[src/rtl/imm_encoder.sv]
// imm_encoder: range-checks a 32-bit immediate against an instruction format and
// scatters its bits into a base instruction word, through a two-stage valid/ready pipe.
module imm_encoder #(
  parameter int ERR_CNT_W = 8
) (
  input  logic                 clk,
  input  logic                 reset,
  input  logic                 in_valid,
  output logic                 in_ready,
  input  logic [2:0]           in_imm_src,
  input  logic [31:0]          in_imm,
  input  logic [31:0]          in_base,
  output logic                 out_valid,
  input  logic                 out_ready,
  output logic [31:0]          out_instr,
  output logic                 out_err,
  output logic [ERR_CNT_W-1:0] err_count
);

  localparam logic [2:0] SRC_I = 3'd0;
  localparam logic [2:0] SRC_S = 3'd1;
  localparam logic [2:0] SRC_B = 3'd2;
  localparam logic [2:0] SRC_J = 3'd3;
  localparam logic [2:0] SRC_U = 3'd4;

  logic        s1_valid;
  logic [31:0] s1_field;
  logic [31:0] s1_mask;
  logic [31:0] s1_base;
  logic        s1_err;
  logic        s2_valid;
  logic [31:0] s2_instr;
  logic        s2_err;
  logic        s1_adv;

  logic [31:0] field;
  logic [31:0] mask;
  logic        fits;

  assign s1_adv   = !s2_valid || out_ready;
  assign in_ready = !s1_valid || s1_adv;

  // A value fits an N-bit signed field when all bits above the field's sign bit match it.
  always_comb begin
    field = '0;
    mask  = '0;
    fits  = 1'b0;
    case (in_imm_src)
      SRC_I: begin
        fits         = (&in_imm[31:11]) || !(|in_imm[31:11]);
        field[31:20] = in_imm[11:0];
        mask         = 32'hFFF0_0000;
      end
      SRC_S: begin
        fits         = (&in_imm[31:11]) || !(|in_imm[31:11]);
        field[31:25] = in_imm[11:5];
        field[11:7]  = in_imm[4:0];
        mask         = 32'hFE00_0F80;
      end
      SRC_B: begin
        fits         = ((&in_imm[31:12]) || !(|in_imm[31:12])) && !in_imm[0];
        field[31]    = in_imm[12];
        field[30:25] = in_imm[10:5];
        field[11:8]  = in_imm[4:1];
        field[7]     = in_imm[11];
        mask         = 32'hFE00_0F80;
      end
      SRC_J: begin
        fits         = ((&in_imm[31:20]) || !(|in_imm[31:20])) && !in_imm[0];
        field[31]    = in_imm[20];
        field[30:21] = in_imm[10:1];
        field[20]    = in_imm[11];
        field[19:12] = in_imm[19:12];
        mask         = 32'hFFFF_F000;
      end
      SRC_U: begin
        fits         = !(|in_imm[11:0]);
        field[31:12] = in_imm[31:12];
        mask         = 32'hFFFF_F000;
      end
      default: begin
        fits = 1'b0;
      end
    endcase
  end

  always_ff @(posedge clk or negedge reset) begin
    if (!reset) begin
      s1_valid <= 1'b0;
      s1_field <= '0;
      s1_mask  <= '0;
      s1_base  <= '0;
      s1_err   <= 1'b0;
    end else if (in_ready) begin
      s1_valid <= in_valid;
      if (in_valid) begin
        s1_field <= field;
        s1_mask  <= mask;
        s1_base  <= in_base;
        s1_err   <= !fits;
      end
    end
  end

  // Stage 2 holds its word while the consumer stalls, which keeps out_* stable.
  always_ff @(posedge clk or negedge reset) begin
    if (!reset) begin
      s2_valid <= 1'b0;
      s2_instr <= '0;
      s2_err   <= 1'b0;
    end else if (s1_adv) begin
      s2_valid <= s1_valid;
      if (s1_valid) begin
        s2_instr <= (s1_base & ~s1_mask) | (s1_field & s1_mask);
        s2_err   <= s1_err;
      end
    end
  end

  always_ff @(posedge clk or negedge reset) begin
    if (!reset) begin
      err_count <= '0;
    end else if (out_valid && out_ready && out_err && !(&err_count)) begin
      err_count <= err_count + ERR_CNT_W'(1);
    end
  end

  assign out_valid = s2_valid;
  assign out_instr = s2_instr;
  assign out_err   = s2_err;

endmodule

[config.mk]
export PLATFORM = sky130hd
export DESIGN_NAME = imm_encoder
export DESIGN_NICKNAME = d
export VERILOG_FILES = /design/src/rtl/imm_encoder.sv
export SDC_FILE = /design/constraint.sdc
export NUM_CORES = 1
export LEC_CHECK = 0
export BUFFER_PORTS_ARGS = -buffer_cell sky130_fd_sc_hd__buf_2
export CORE_ASPECT_RATIO = 1.2
export CORE_MARGIN = 2
export CORE_UTILIZATION = 30
export DETAILED_ROUTE_END_ITERATION = 12
export GPL_ROUTABILITY_DRIVEN = 0
export GPL_TIMING_DRIVEN = 0
export SYNTH_ARGS = -nofsm -noshare
export SYNTH_HDL_FRONTEND = slang
export SYNTH_SLANG_ARGS = --single-unit
[constraint.sdc]
create_clock -name clk -period 4.4 [get_ports clk]
set_input_delay 0.44 -clock clk [delete_from_list [all_inputs] [get_ports clk]]
set_output_delay 0.44 -clock clk [all_outputs]
set_load 0.1 [all_outputs]
==> metrics.yaml <==
timing:
  worst_pin_slew_ps: 820.0
  slew_headroom_pct: 45.33
  fin_setup_tns_ps: 0
  setup_viol: 0
  fmax_mhz: 560.2
  rsz0062_at_grt: "false"
  hold_viol: 0
  slew_viol_final: 0
  setup_ws_ps: 2615
  min_period_ps: 1785
  finClkSkew_ps: 8.035
  finalCritPeriodShare_pct: 40.57
critical_path:
  critical_path.max_stage_delay_ps: 440
  setup.worst_path.start_class: "flop"
  path_buf_inv: 1
  crit_fanout: 4
  crit_family: "buffers and inverters"
  worstSetupPathType: "reg -> out"
  critPathRequiredTime_ps: 3960
  endpoint_kind: "output port"
  crit_path_cell_trace: "nand3b_1 -> buf_2"
  critPathSlowestCell: "buf_2"
  cp_data_arrival_time_ps: 1350
cts:
  root_buffer: "clkbuf_16"
  clock_sinks: 105
  holdBufCountCts: 0
  ctsResizeCount: 0
  post-cts-setup-buffers: 0
  clkLatencyLatePin_ps: 350
  clkSlewWorstSetupHoldPaths_ps: 70
  h-tree-depth: 3
  clockBufferDepth: 2
  cts_tree: "yes"
  cts-buffers-inserted: 9
drt:
  ant_nets: 0
  vias_per_cell: 4.807
  highest_layer: "met5"
  vias: 3538
  wl_met3_um: 587
  wl_met2_mm: 5.987
  drt_iter0_markers: 124
  dr.pass1.iters: 4
  drt-total-wl_mm: 11.95
  avgRoutedWirePerCell_um: 16.24
  drc: 0
  met1Wirelength_mm: 4.908
synthesis:
  synth_edf_count: 0
  synth_warnings: 0
  synthesis.nets: 475
  yosys_most_used_dff: "dfrtp_1"
  syn-cell-area_um2: 4608
  syn_avg_cell_area_um2: 11.43
  syn_inst: 403
  synthArstFlopShare_pct: 100.0
  synth_seq_cells: 105
  synth_seq_area_share_pct: 57.02
  synth_cell_type_count: 41
job:
  maxCapViolations: 0
floorplan:
  core_area_um2: 15020
  die_h_um: 139.8
  start_util_pct: 30.68
  boundaryPins: 114
  die-area_um2: 16370
  row_count: 49
  fp.dieW_um: 117.1
global_route:
  grt_antenna_before_repair: 2
  grt.total_usage_pct: 15.34
  grt_pass1_wl_mm: 19.17
  grt_overflow: 0
  grt_max_degree: 65
  grt_pass1_vias: 3716
placement:
  place_hpwl_mm: 9.137
  place_area_um2: 5441
  numPortBuffers: 111
  dpl_worst_slack_ps: 2468
power:
  peakVddDrop_v: 0.0004211
  total_power_mw: 3.364
  power_density_nw_per_um2: 581.6
  p_leak_nw: 2.657
cells_and_area:
  drive_gt1_share_pct: 35.03
  final_cell_area_um2: 5784
  num-fill-cells: 1499
  syn_to_final_growth_pct: 25.52
  fin_nets: 598
outcome:
  status: "complete, no violations"
worst_hold_path:
  hp-class: "in -> async"
-- flip-flops by register name, summed over array words and instances, names as in the netlist --
signal and flops:
s1_field 25, s1_valid 1, s1_mask 4, s1_base 32
out_instr 32, err_count 8, s1_err 1, out_err 1
out_valid 1
-- layout make-up --
| cell class | instances | area, um2 | share of cell area (%) |
|---|---|---|---|
| clock buffer | 12 | 266.5 | 4.607 |
| tap | 204 | 255.2 | 4.413 |
| timing repair buffer | 112 | 578.1 | 9.993 |
| clock inverter | 4 | 73.82 | 1.276 |
| multi-input combinational | 271 | 1854 | 32.06 |
| inverter | 2 | 7.507 | 0.1298 |
| buffer | 25 | 118.9 | 2.055 |
| sequential | 105 | 2628 | 45.43 |
| antenna | 1 | 2.502 | 0.04326 |
-- cell usage after synthesis, types with 4 or more instances --
master / instances / area share, %
dfrtp_1: 105 / 57
o21ai_0: 39 / 4.2
mux2_2: 39 / 9.5
nor2b_1: 6 / 0.81
nor4_1: 4 / 0.54
nand2b_1: 8 / 1.1
a31oi_1: 8 / 1.1
buf_2: 11 / 1.2
nand4_1: 9 / 1.2
a21oi_1: 6 / 0.65
a22o_1: 8 / 1.5
xnor2_1: 6 / 1.1
mux2i_1: 27 / 5.9
clkbuf_1: 10 / 0.81
nand2_1: 57 / 4.6
nor2_1: 17 / 1.4
o31ai_1: 7 / 1.1
-- layer usage --
layer  global-route usage (%)  vias to the layer above
met5                        0                        -
met4                    7.988                        2
met3                    3.441                       30
met2                    25.74                      104
met1                    18.02                     1729
li1                         -                     1673
-- logic make-up (layout without fill, tap and decap cells) --
family                   count (synthesis)  in the layout  synth area share [%]
adder cells (fa/ha/maj)                  1              1                0.2715
AND/OR/NAND/NOR                        118            118                 12.00
XOR/XNOR                                 8              8                 1.521
other                                    0              1                     0
multiplexers                            67             67                 15.64
buffers and inverters                   27            155                 2.742
AO/OA/AOI/OAI                           77             77                 10.81
flip-flops                             105            105                 57.02
-- where the power goes --
group          switching [mW]  internal [mW]  leakage, nW  total [mW]
sequential              0.103           1.13         1.30        1.24
combinational           0.983          0.249         1.19        1.23
clock                   0.350          0.545        0.169       0.895
total                    1.44           1.93         2.66        3.36
-- metrics by stage --
step	util (%)	hold WS [ps]	std cells
finish	38.51	196.4	736
global route	38.51	259.2	736
CTS	38.49	213.3	735
detailed placement	36.23	465.4	719
global placement	36.08	458.9	718
floorplan	-	144.4	403
-- worst paths after layout --
kind / start / endpoint / slack, ps / cells past startpoint
worst max-delay path: out_valid / in_ready / 2610 / 2
worst min-delay path: reset / s1_field[16] / 200 / 1
worst max register to register: out_valid / s1_base[30] / 2680 / 5
worst min register to register: out_instr[27] / out_instr[27] / 470 / 2
max in group asynchronous: reset / err_count[6] / 3490 / 2
min in group clk: in_valid / s1_valid / 300 / 2
-- cell usage in the layout (no fill, tap or decap), types with 9 or more instances in the layout --
master / instances
buf_2: 121
o21ai_0: 39
mux2_2: 39
mux2i_1: 27
nor2_1: 17
clkbuf_1: 10
nand2_1: 57
dfrtp_1: 105
nand4_1: 9
clkbuf_16: 9
(Power assumes the default switching activity.)
